**src/rtl/fetch_unit_if.sv**
```systemverilog
// Fetch-stage bus bundle: instruction-memory request/response, decode handshake and redirect.
// master = fetch unit side, slave = memory/decode/branch side.
interface fetch_unit_if #(
  parameter int unsigned ADDR_WIDTH = 64
);
  logic                  imem_req_valid_out;
  logic                  imem_req_ready_in;
  logic [ADDR_WIDTH-1:0] imem_req_addr_out;
  logic                  imem_resp_valid_in;
  logic [31:0]           imem_resp_instr_in;
  logic                  instr_valid_out;
  logic                  instr_ready_in;
  logic [31:0]           instr_out;
  logic [ADDR_WIDTH-1:0] instr_pc_out;
  logic                  redirect_in;
  logic [ADDR_WIDTH-1:0] redirect_addr_in;

  modport master (
    output imem_req_valid_out, imem_req_addr_out,
    output instr_valid_out, instr_out, instr_pc_out,
    input  imem_req_ready_in, imem_resp_valid_in, imem_resp_instr_in,
    input  instr_ready_in, redirect_in, redirect_addr_in
  );

  modport slave (
    input  imem_req_valid_out, imem_req_addr_out,
    input  instr_valid_out, instr_out, instr_pc_out,
    output imem_req_ready_in, imem_resp_valid_in, imem_resp_instr_in,
    output instr_ready_in, redirect_in, redirect_addr_in
  );
endinterface

```
**src/rtl/fetch_unit.sv**
```systemverilog
// Decoupled fetch stage: owns the fetch PC, issues in-order word requests, buffers responses
// with their PCs and flushes on redirect. Optional macro FETCH_BYPASS_EN: same-cycle delivery to an empty buffer.
module fetch_unit #(
  parameter int unsigned                     ADDR_WIDTH_POW = 6,
  parameter int unsigned                     FIFO_DEPTH_POW = 2,
  parameter logic [(1<<ADDR_WIDTH_POW)-1:0] RESET_PC       = '0
) (
  input  logic         clk_in,
  input  logic         reset,
  fetch_unit_if.master bus
);
  localparam int unsigned AW    = 1 << ADDR_WIDTH_POW;
  localparam int unsigned DEPTH = 1 << FIFO_DEPTH_POW;
  localparam int unsigned PW    = FIFO_DEPTH_POW;
  localparam int unsigned CW    = FIFO_DEPTH_POW + 1;

  logic [AW-1:0] r_pc;
  logic [31:0]   r_fifo_instr [DEPTH];
  logic [AW-1:0] r_fifo_pc    [DEPTH];
  logic [AW-1:0] r_tag        [DEPTH];
  logic [PW-1:0] r_wr_ptr, r_rd_ptr, r_tag_wr, r_tag_rd;
  logic [CW-1:0] r_count, r_outstanding, r_drop;

  logic          w_has_room, w_req_valid, w_req_fire, w_tag_write;
  logic          w_resp, w_resp_keep, w_fifo_empty;
  logic          w_bypass, w_bypass_take, w_push, w_pop;
  logic [CW:0]   w_in_use;
  logic [CW-1:0] w_outstanding_next;

  // Buffered plus in-flight never exceeds the depth, so every response is guaranteed a slot.
  assign w_in_use     = {1'b0, r_count} + {1'b0, r_outstanding};
  assign w_has_room   = w_in_use < (CW+1)'(DEPTH);
  assign w_req_valid  = reset && w_has_room;
  assign w_req_fire   = w_req_valid && bus.imem_req_ready_in;
  assign w_tag_write  = w_has_room && bus.imem_req_ready_in;

  // A response with nothing outstanding (e.g. left over from before a reset) is ignored.
  assign w_resp       = bus.imem_resp_valid_in && (r_outstanding != '0);
  assign w_resp_keep  = w_resp && (r_drop == '0) && !bus.redirect_in;
  assign w_fifo_empty = (r_count == '0);

`ifdef FETCH_BYPASS_EN
  assign w_bypass = w_resp_keep && w_fifo_empty;
`else
  assign w_bypass = 1'b0;
`endif

  assign w_bypass_take = w_bypass && bus.instr_ready_in;
  assign w_pop         = !w_fifo_empty && bus.instr_ready_in;
  assign w_push        = w_resp_keep && !w_bypass_take;

  always_comb begin
    // NOTE: assign a default before any condition so the block can never infer a latch.
    w_outstanding_next = r_outstanding;
    if (w_req_fire) w_outstanding_next = w_outstanding_next + CW'(1);
    if (w_resp)     w_outstanding_next = w_outstanding_next - CW'(1);
  end

  assign bus.imem_req_valid_out = w_req_valid;
  assign bus.imem_req_addr_out  = r_pc;
  assign bus.instr_valid_out    = !w_fifo_empty || w_bypass;
  assign bus.instr_out          = w_bypass ? bus.imem_resp_instr_in : r_fifo_instr[r_rd_ptr];
  assign bus.instr_pc_out       = w_bypass ? r_tag[r_tag_rd]        : r_fifo_pc[r_rd_ptr];

  // NOTE: sequential state is updated with non-blocking assignments only.
  always_ff @(posedge clk_in or negedge reset) begin
    if (!reset) begin
      r_pc          <= RESET_PC;
      r_wr_ptr      <= '0;
      r_rd_ptr      <= '0;
      r_tag_wr      <= '0;
      r_tag_rd      <= '0;
      r_count       <= '0;
      r_outstanding <= '0;
      r_drop        <= '0;
    end else begin
      r_outstanding <= w_outstanding_next;
      if (w_req_fire) r_tag_wr <= r_tag_wr + PW'(1);
      if (w_resp)     r_tag_rd <= r_tag_rd + PW'(1);
      if (bus.redirect_in) begin
        // Everything still in flight after this edge belongs to the old stream.
        r_pc     <= bus.redirect_addr_in & ~AW'(3);
        r_drop   <= w_outstanding_next;
        r_count  <= '0;
        r_wr_ptr <= '0;
        r_rd_ptr <= '0;
      end else begin
        if (w_req_fire)               r_pc     <= r_pc + AW'(4);
        if (w_resp && r_drop != '0)   r_drop   <= r_drop - CW'(1);
        if (w_push)                   r_wr_ptr <= r_wr_ptr + PW'(1);
        if (w_pop)                    r_rd_ptr <= r_rd_ptr + PW'(1);
        r_count <= r_count + CW'(w_push) - CW'(w_pop);
      end
    end
  end

  // NOTE: storage arrays are not reset; an entry is only read after it has been written.
  always_ff @(posedge clk_in) begin
    if (w_tag_write) r_tag[r_tag_wr] <= r_pc;
    if (w_push) begin
      r_fifo_instr[r_wr_ptr] <= bus.imem_resp_instr_in;
      r_fifo_pc[r_wr_ptr]    <= r_tag[r_tag_rd];
    end
  end
endmodule
```
**src/flat_wrapper.sv**
```systemverilog
// flat-port wrapper written by rule: the top's interface ports become plain ports
module fetch_unit_flat 
#(
  parameter int unsigned                     ADDR_WIDTH_POW = 6,
  parameter int unsigned                     FIFO_DEPTH_POW = 2,
  parameter logic [(1<<ADDR_WIDTH_POW)-1:0] RESET_PC       = '0
)
  (clk_in, reset, bus_imem_req_valid_out, bus_imem_req_addr_out, bus_instr_valid_out, bus_instr_out, bus_instr_pc_out, bus_imem_req_ready_in, bus_imem_resp_valid_in, bus_imem_resp_instr_in, bus_instr_ready_in, bus_redirect_in, bus_redirect_addr_in);
  fetch_unit_if bus_i ();
  input  logic clk_in;
  input  logic reset;
  output wire logic [$bits(bus_i.imem_req_valid_out)-1:0] bus_imem_req_valid_out;
  output wire logic [$bits(bus_i.imem_req_addr_out)-1:0] bus_imem_req_addr_out;
  output wire logic [$bits(bus_i.instr_valid_out)-1:0] bus_instr_valid_out;
  output wire logic [$bits(bus_i.instr_out)-1:0] bus_instr_out;
  output wire logic [$bits(bus_i.instr_pc_out)-1:0] bus_instr_pc_out;
  input wire logic [$bits(bus_i.imem_req_ready_in)-1:0] bus_imem_req_ready_in;
  input wire logic [$bits(bus_i.imem_resp_valid_in)-1:0] bus_imem_resp_valid_in;
  input wire logic [$bits(bus_i.imem_resp_instr_in)-1:0] bus_imem_resp_instr_in;
  input wire logic [$bits(bus_i.instr_ready_in)-1:0] bus_instr_ready_in;
  input wire logic [$bits(bus_i.redirect_in)-1:0] bus_redirect_in;
  input wire logic [$bits(bus_i.redirect_addr_in)-1:0] bus_redirect_addr_in;
  assign bus_imem_req_valid_out = bus_i.imem_req_valid_out;
  assign bus_imem_req_addr_out = bus_i.imem_req_addr_out;
  assign bus_instr_valid_out = bus_i.instr_valid_out;
  assign bus_instr_out = bus_i.instr_out;
  assign bus_instr_pc_out = bus_i.instr_pc_out;
  assign bus_i.imem_req_ready_in = bus_imem_req_ready_in;
  assign bus_i.imem_resp_valid_in = bus_imem_resp_valid_in;
  assign bus_i.imem_resp_instr_in = bus_imem_resp_instr_in;
  assign bus_i.instr_ready_in = bus_instr_ready_in;
  assign bus_i.redirect_in = bus_redirect_in;
  assign bus_i.redirect_addr_in = bus_redirect_addr_in;
  fetch_unit #(.ADDR_WIDTH_POW(ADDR_WIDTH_POW), .FIFO_DEPTH_POW(FIFO_DEPTH_POW), .RESET_PC(RESET_PC)) u_core (.clk_in(clk_in), .reset(reset), .bus(bus_i));
endmodule
```
**config.mk**
```make
export PLATFORM = sky130hd
export DESIGN_NAME = fetch_unit_flat
export DESIGN_NICKNAME = d
export VERILOG_FILES = /design/src/rtl/fetch_unit_if.sv /design/src/rtl/fetch_unit.sv /design/src/flat_wrapper.sv
export SDC_FILE = /design/constraint.sdc
export NUM_CORES = 1
export LEC_CHECK = 0
export CAP_MARGIN = 40
export CORE_UTILIZATION = 30
export DETAILED_ROUTE_END_ITERATION = 10
export HOLD_SLACK_MARGIN = 0.1
export PLACE_DENSITY_LB_ADDON = 0.1
export SETUP_SLACK_MARGIN = 0.02
export SYNTH_ARGS = -nofsm -noshare
export SYNTH_HDL_FRONTEND = slang
export SYNTH_SLANG_ARGS = --single-unit
export TNS_END_PERCENT = 20
```
**constraint.sdc**
```tcl
create_clock -name clk_in -period 4.7 [get_ports clk_in]
set_clock_uncertainty 0.05 [all_clocks]
set_input_delay 0.94 -clock clk_in [delete_from_list [all_inputs] [get_ports clk_in]]
set_output_delay 0.94 -clock clk_in [all_outputs]
set_load 0.1 [all_outputs]
```
# ---- After elaboration in Yosys (flattened, before gate mapping)
# Memories as Yosys holds them, arrays and structs flattened.
# Cells that the tools add are included.
dict set report op_classes {
  add_sub_neg 11
  n_lt_le_gt_ge 1
  muxes 15
  n_reduce_logical 18
}
# op count
set op_table {}
lappend op_table {{2-to-1 mux 64 bit} 2}
lappend op_table {{adder 64 x 3 -> 64 bit, second input constant} 1}
lappend op_table {{2-to-1 mux 3 bit} 5}
lappend op_table {{adder 2 x 1 -> 2 bit, second input constant} 4}
lappend op_table {{logical AND 1 bit} 8}
lappend op_table {{2-to-1 mux 2 bit} 4}
lappend op_table {{nonzero test 2 bit} 4}
lappend op_table {{zero test 3 bit} 2}
lappend op_table {{nonzero test 3 bit} 2}
lappend op_table {{subtractor 3 x 1 -> 3 bit, second input constant} 2}
lappend op_table {{adder 3 x 3 -> 4 bit} 1}
lappend op_table {{< comparator 4 x 3 -> 1 bit, second input constant} 1}
lappend op_table {{2-to-1 mux 1 bit} 4}
lappend op_table {{adder 3 x 1 -> 3 bit} 1}
lappend op_table {{adder 3 x 1 -> 3 bit, second input constant} 1}
lappend op_table {{subtractor 3 x 1 -> 3 bit} 1}
lappend op_table {{zero test 1 bit} 2}
dict set report word_totals {
  reg_bits 81
  ramBits 640
  inputBits 102
  out_inout_bits 162
  word_cells 56
  n_memories 3
}
# memory words width rd rd_clocked_by_memory_dff write_ports line_no
set memory_table {}
lappend memory_table {u_core.r_fifo_pc 4 64 1 0 1 fetch_unit.sv:19} ;# logic [AW-1:0] r_fifo_pc [DEPTH];
lappend memory_table {u_core.r_tag 4 64 1 0 1 fetch_unit.sv:20} ;# logic [AW-1:0] r_tag [DEPTH];
lappend memory_table {u_core.r_fifo_instr 4 32 1 0 1 fetch_unit.sv:18} ;# logic [31:0] r_fifo_instr [DEPTH];

# ---- Longest topological paths before layout
# Gate-level depths: netlist of run 1.
dict set report depth {
  word_depth 8
  depth_mapped 12
  ltp_nobuf 11
}

# ---- Least setup slack after synthesis of run 1
# No wires, ideal clock.
dict set report synth_path {
  path_type {input-to-reg}
  start {in bus_imem_resp_valid_in}
  end {mem u_core.r_fifo_instr[0][0], enable pin}
  arrival_time_ns 3.894
  t_required_ns 4.187
  path_slack_ns 0.292
  path_stages 5
  path_cell_list {o21a_1 -> clkbuf_1 -> nand3b_1 -> nor2_1 -> and2_1}
}
dict set report synth_between {
  elab_chain_len 5
}
# element line_no
set synth_lines {}
lappend synth_lines {{from (decl)} flat_wrapper.sv:18} ;# input wire logic [$bits(bus_i.imem_resp_valid_in)-1:0] bus_imem_resp_valid_in;
lappend synth_lines {{logical AND 1 bit} fetch_unit.sv:38} ;# assign w_resp = bus.imem_resp_valid_in && (r_outstanding != '0);
lappend synth_lines {{logical AND 1 bit (2 in a row)} fetch_unit.sv:39} ;# assign w_resp_keep = w_resp && (r_drop == '0) && !bus.redirect_in;
lappend synth_lines {{2-to-1 mux 1 bit} fetch_unit.sv:100} ;# if (w_push) begin
lappend synth_lines {{2-to-1 mux 1 bit (implied by the code)} fetch_unit.sv:101} ;# r_fifo_instr[r_wr_ptr] <= bus.imem_resp_instr_in;
lappend synth_lines {{to (decl)} fetch_unit.sv:18}
# Every way passes these cells.

# ---- Final worst setup path of run 1
dict set report layout_path {
  start {reg u_core.r_rd_ptr[0]}
  end {out bus_instr_pc_out[6]}
}
dict set report layout_between {
  elab_chain_len 1
}
# element line_no
set layout_lines {}
lappend layout_lines {{from (decl)} fetch_unit.sv:21} ;# logic [PW-1:0] r_wr_ptr, r_rd_ptr, r_tag_wr, r_tag_rd;
lappend layout_lines {{from (signal assigned)} fetch_unit.sv:91} ;# if (w_pop) r_rd_ptr <= r_rd_ptr + PW'(1);
lappend layout_lines {{memory (4 x 64 bit)} --}
lappend layout_lines {{to (decl)} flat_wrapper.sv:16} ;# output wire logic [$bits(bus_i.instr_pc_out)-1:0] bus_instr_pc_out;
# Every way passes these cells.

==> results of run 1 <==
## metal layers
layer	wire length, um	global-route usage, %	vias to the layer above
li1	-	-	6341
met1	31190	20.55	7659
met2	34890	25.70	337
met3	3369	3.152	94
met4	1461	4.262	6
met5	32	0	-
## power groups by stage
stage	logic [mW]	clock network [mW]	registers (mW)
after global routing	7.19	6.49	8.39
final	6.84	6.05	8.31
after global placement	6.60	0	8.50
after detailed placement	6.96	0	8.46
after floorplan	4.73	0	8.55
after CTS	6.97	6.26	8.33
## per-stage QoR
step / util (%) / std cells
after floorplan: - / 1377
after global placement: 34.74 / 2772
after detailed placement: 35.97 / 2837
after CTS: 38.80 / 2983
after global routing: 38.80 / 2984
final: 38.80 / 2985
## cells in the final DEF (no fill, tap or decap), types with 14 or more instances in the layout
cell type | Yosys | layout
mux4_2 | 156 | 156
nand4_1 | 19 | 19
clkbuf_1 | 41 | 23
nor4_1 | 21 | 21
ha_1 | 18 | 18
xnor2_1 | 46 | 46
or4_1 | 17 | 17
inv_1 | 23 | 23
o31ai_1 | 14 | 14
nand2_1 | 70 | 70
buf_12 | 0 | 14
o21ai_0 | 40 | 40
clkinv_2 | 0 | 17
clkdlybuf4s50_1 | 0 | 160
clkbuf_16 | 0 | 82
nor2_1 | 39 | 39
buf_4 | 4 | 113
a31oi_1 | 21 | 21
buf_8 | 0 | 53
dfrtp_1 | 79 | 75
nor3_1 | 15 | 15
nand3_1 | 21 | 21
edfxtp_1 | 624 | 624
## synthesized netlist by cell type, drive strengths merged, types with 11 or more instances
library cell / n
a31oi: 21
and3: 13
buf: 27
clkbuf: 41
dfrtp: 79
edfxtp: 624
ha: 18
inv: 24
mux4: 156
nand2: 70
nand3: 22
nand4: 20
nor2: 39
nor3: 15
nor4: 22
o21ai: 43
o31ai: 14
or3: 11
or4: 17
xnor2: 46
## state kept, by name, indices dropped and copies added (netlist names)
name                          flops
u_core.bus.imem_req_addr_out     62
u_core.r_count                    3
u_core.r_drop                     3
u_core.r_fifo_instr             128
u_core.r_fifo_pc                248
u_core.r_outstanding              3
u_core.r_rd_ptr                   2
u_core.r_tag                    248
u_core.r_tag_rd                   2
u_core.r_tag_wr                   2
u_core.r_wr_ptr                   2
## cell families after synthesis
kind of cell / count (synthesis)
AND/OR/NAND/NOR: 257
XOR/XNOR: 50
buffers and inverters: 92
AO/OA/AOI/OAI: 88
flip-flops: 703
adder cells (fa/ha/maj): 19
other: 1
multiplexers: 164
## final cells by class
| type | count | area [um^2] | area share, % |
|---|---|---|---|
| well taps | 1176 | 1471 | 4.213 |
| clock inverters | 39 | 381.6 | 1.093 |
| multi-input cells | 582 | 6251 | 17.90 |
| diodes | 2 | 5.005 | 0.01433 |
| flip-flops and latches | 703 | 20730 | 59.35 |
| clock buffers | 107 | 2166 | 6.201 |
| inverters | 24 | 90.09 | 0.2579 |
| repair buffers | 352 | 3834 | 10.98 |
## worst max-delay path by stage
stage                                                        end  cells after the start
finish                                       bus_instr_pc_out[6]                      3
global route                                bus_instr_pc_out[13]                      3
CTS                                         bus_instr_pc_out[12]                      3
detailed placement  u_core.bus.imem_req_addr_out[41]$_DFFE_PN0P_                      6
global placement    u_core.bus.imem_req_addr_out[41]$_DFFE_PN0P_                      6
floorplan                    u_core.r_fifo_instr[0][0]$_DFFE_PP_                      5
==> impl_metrics.yaml, run 1 <==
critical_path:
  crit_start: "u_core.r_rd_ptr[0]$_DFFE_PN0P_"
  start_kind: "flip-flop"
  crit_buf_inv: 2
  crit_family: "buffers and inverters"
  crit_type: "flip-flop to primary output"
  r2r_cells: 6
  critPathMaxFanout: 64
  cp.arrival_ns: 2.47
  rr_startpoint: "u_core.r_outstanding[2]$_DFF_PN0_"
  reg2reg_slack_ns: 1.35
  path_cells: "buf_12, mux4_2, buf_4"
  cp-end-kind: "primary output"
  cp_slowest_cell: "mux4_2"
  slowest_delay_ns: 0.61
  crit_required_ns: 3.71
  worst_r2r_endpoint: "u_core.bus.imem_req_addr_out[62]$_DFFE_PN0P_"
layout:
  fillers: 8246
  nets: 1864
  layout-drive-gt1-share_pct: 26.90
  post-route-cell-area_um2: 34930
  area_growth_pct: 27.94
timing:
  worst_pin_slew_ns: 0.8219
  hold_viol: 0
  setup_viol: 0
  rsz0062_at_grt: "no"
  setup_ws_ns: 1.243
  tns_ns: 0
  drv_slew: 0
  finalCriticalPeriod_ns: 3.457
  max_freq_mhz: 289.3
  hold_ws_ns: 0.3816
  fin_crit_sh_pct: 73.55
  relSlewSlack_pct: 45.21
hold_path:
  hold_class: "input pin to async pin"
job:
  drv_cap: 0
synth:
  ys_async_sr_fraction_pct: 11.24
  synthSimpleGateAreaFrac_pct: 5.087
  synth_warnings: 0
  syn_area_um2: 27300
  syn_inst: 1374
  synth_top_family_by_area: "multiplexers"
  ys_ff_latch: 703
  yosysTopAreaCell: "edfxtp_1"
  synth_cell_types: 52
  synth-xor-area-share_pct: 1.604
  ys_seq_area_share_pct: 75.88
  synth-edff-count: 624
  avgSynthCellArea_um2: 19.87
  synthFlopType: "edfxtp_1"
  yosys.area_share.adder_pct: 0.8983
  muxShareOfSynthArea_pct: 13.18
  synth_top_area_share_pct: 68.64
  synthTopCellsByArea: "edfxtp_1, mux4_2, dfrtp_1"
  synth_compound_area_share_pct: 1.966
global_route:
  antenna_found_initial: 6
  grt_pass1_vias: 15450
  grt_max_degree: 65
  overflow: 0
  grt_first_pass_wirelength_mm: 104.4
  grt.total_usage_pct: 15.47
clocking:
  hold_buffers: 0
  cts.reportedPaths.clkPinSlew_ns: 0.06
  cts_tree: "yes"
  cts_setup_buffers: 0
  cts_made_buffers: 80
  cts.sinks: 703
  cts-root-buf: "clkbuf_16"
  clk_path_buf_depth: 3
  cts_resized: 0
  cts_htree_levels: 3
  clk_latency_ns: 0.61
floorplanning:
  die_w_um: 303.7
  rows: 110
  die_area_um2: 92210
  initial_core_util_pct: 30.33
  io_pins: 264
  die_h_um: 303.7
  core_region_area_um2: 90010
power_and_ir_drop:
  internal-power_mw: 13.62
  power.leakage_nw: 11.44
  seq_power_share_pct: 39.2
  power.total_mw: 21.19
  power_switching_mw: 7.575
  p_per_area_nw_per_um2: 606.8
  combPwrFrac_pct: 32.3
  ir_drop_uv: 359.6
  p_clk_share_pct: 28.6
  switching_share_pct: 35.74
routing:
  viasPerCell: 4.837
  drtPass1Iterations: 5
  ant_nets: 0
  wl_per_cell_um: 23.76
  vias: 14440
  wirelength_mm: 70.94
  drt_iter0_markers: 968
  drc: 0
placed_design:
  dp_worst_setup_slack_ns: 0.8947
  finalWeightedCongestion: 0.7348
  placed_cell_area_um2: 32380
  portBuffers: 257
  hpwl_mm: 43.31
status:
  status: "finished, final reports clean"
No activity file was read; power rests on OpenSTA's default activity.
==> run 2, diff against run 1 <==
- clock period: 4.7 -> 3.6 ns (I/O delays scaled with it)
==> impl_metrics.yaml, run 2 (synthesis gave the netlist of run 1 again) <==
status:
  status: "finished, final reports clean"
routing:
  wirelength_mm: 71.36
  viasPerCell: 4.781
  wl_per_cell_um: 24.12
  drc: 0
  drt_iter0_markers: 718
  drtPass1Iterations: 5
  ant_nets: 0
  vias: 14140
placed_design:
  finalWeightedCongestion: 0.7519
  portBuffers: 257
  hpwl_mm: 45.68
  dp_worst_setup_slack_ns: 0.4138
critical_path:
  start_kind: "flip-flop"
  cp-end-kind: "primary output"
  crit_required_ns: 2.83
  crit_type: "flip-flop to primary output"
  cp.arrival_ns: 2.56
  critPathMaxFanout: 18
global_route:
  grt.total_usage_pct: 15.49
  grt_pass1_vias: 15120
  grt_max_degree: 88
  antenna_found_initial: 4
  overflow: 0
  grt_first_pass_wirelength_mm: 104.2
clocking:
  clk_latency_ns: 0.62
  cts_tree: "yes"
  cts.sinks: 703
  cts_resized: 0
  cts_htree_levels: 3
  hold_buffers: 1
  cts.reportedPaths.clkPinSlew_ns: 0.06
  cts_setup_buffers: 0
  cts_made_buffers: 80
  cts-root-buf: "clkbuf_16"
  clk_path_buf_depth: 3
timing:
  hold_viol: 0
  rsz0062_at_grt: "no"
  tns_ns: 0
  worst_pin_slew_ns: 0.8428
  fin_crit_sh_pct: 92.45
  relSlewSlack_pct: 43.81
  setup_ws_ns: 0.2719
  finalCriticalPeriod_ns: 3.328
  setup_viol: 0
  max_freq_mhz: 300.5
  drv_slew: 0
layout:
  reg_top3: "u_core.r_fifo_pc: 248 flops, u_core.r_tag: 248 flops, u_core.r_fifo_instr: 128 flops"
  area_growth_pct: 27.43
  nets: 1838
  n_antenna_cell: 0
  layout-drive-gt1-share_pct: 29.69
  mostFrequentLayoutCells: "edfxtp_1, buf_4, mux4_2"
  layout_commonest_cell: "edfxtp_1"
power_and_ir_drop:
  power.total_mw: 28.37
  seq_power_share_pct: 38.1
  power_switching_mw: 10.03
  internal-power_mw: 18.34
  p_clk_share_pct: 29.3
  switching_share_pct: 35.37
  ir_drop_uv: 392.7
  p_per_area_nw_per_um2: 815.5
  power.leakage_nw: 11.46
  combPwrFrac_pct: 32.5
floorplanning:
  io_pins: 264
  initial_core_util_pct: 30.33
  die_area_um2: 92210
  rows: 110
  die_h_um: 303.7
  core_region_area_um2: 90010
  die_w_um: 303.7
hold_path:
  hold_class: "input pin to flip-flop"
job:
  drv_cap: 0
-- run 2: cell types whose count changed in the layout (fill, tap and decap cells not counted), sizes merged --
cell,previous run,this run
clkinvlp,2,1
clkinv,28,36
buf,192,228
dlygate4sd3,0,1
clkbuf,107,97
clkdlybuf4s50,160,97
diode,2,0
bufinv,7,11
-- run 2: metal layers --
metal | part of all wire [%] | global-route usage [%]
met1 | 44 | 20.18
met5 | 0.018 | 0
met3 | 4.9 | 3.543
met4 | 1.9 | 4.262
met2 | 50 | 25.92
-- run 2: power by group through the flow --
stage                     logic, mW  clock network, mW  registers (mW)
final                          9.23               8.32            10.8
after global routing           9.71               8.84            10.9
after CTS                      9.45               8.55            10.9
after detailed placement       9.44                  0            11.0
after global placement         9.34                  0            11.0
after floorplan                6.18                  0            11.2
-- run 2: stage by stage --
step / area [um^2] / std cells / hold WS, ns / utilization, %
after detailed placement: 32070 / 2810 / 0.5471 / 35.63
after global routing: 34790 / 2958 / 0.4314 / 38.65
after global placement: 32040 / 2809 / 0.5168 / 35.60
final: 34790 / 2958 / 0.4414 / 38.65
after CTS: 34790 / 2958 / 0.4256 / 38.65
after floorplan: 27310 / 1377 / 0.3744 / -
-- run 2: area by class of cell --
| type | count | area, um^2 |
|---|---|---|
| fillers | 8275 | 55220 |
| clock buffers | 97 | 2148 |
| clock inverters | 50 | 563.0 |
| repair buffers | 326 | 3536 |
| well taps | 1176 | 1471 |
| inverters | 24 | 90.09 |
| multi-input cells | 582 | 6251 |
| flip-flops and latches | 703 | 20730 |
-- run 2: path summary, 6_finish.rpt --
check	startpoint	to	slack, ns	depth (start not counted)
setup / recovery	u_core.r_rd_ptr[0]$_DFFE_PN0P_	bus_instr_pc_out[53]	0.27	3
hold / removal	bus_redirect_in	u_core.r_wr_ptr[0]$_DFFE_PN0P_	0.44	2
setup reg to reg	u_core.bus.imem_req_addr_out[8]$_DFFE_PN0P_	u_core.bus.imem_req_addr_out[50]$_DFFE_PN0P_	0.54	6
hold reg to reg	u_core.r_wr_ptr[1]$_DFFE_PN0P_	u_core.r_wr_ptr[1]$_DFFE_PN0P_	0.56	2
max in group asynchronous	reset	u_core.r_tag_rd[1]$_DFFE_PN0N_	1.98	4
min in group asynchronous	reset	u_core.bus.imem_req_addr_out[7]$_DFFE_PN0P_	0.55	2
-- run 2: worst max-delay path, stage by stage, from the launching register on --
cell and delay (ns):
dfrtp_4 0.72, buf_4 0.35, mux4_2 0.59, buf_4 0.26
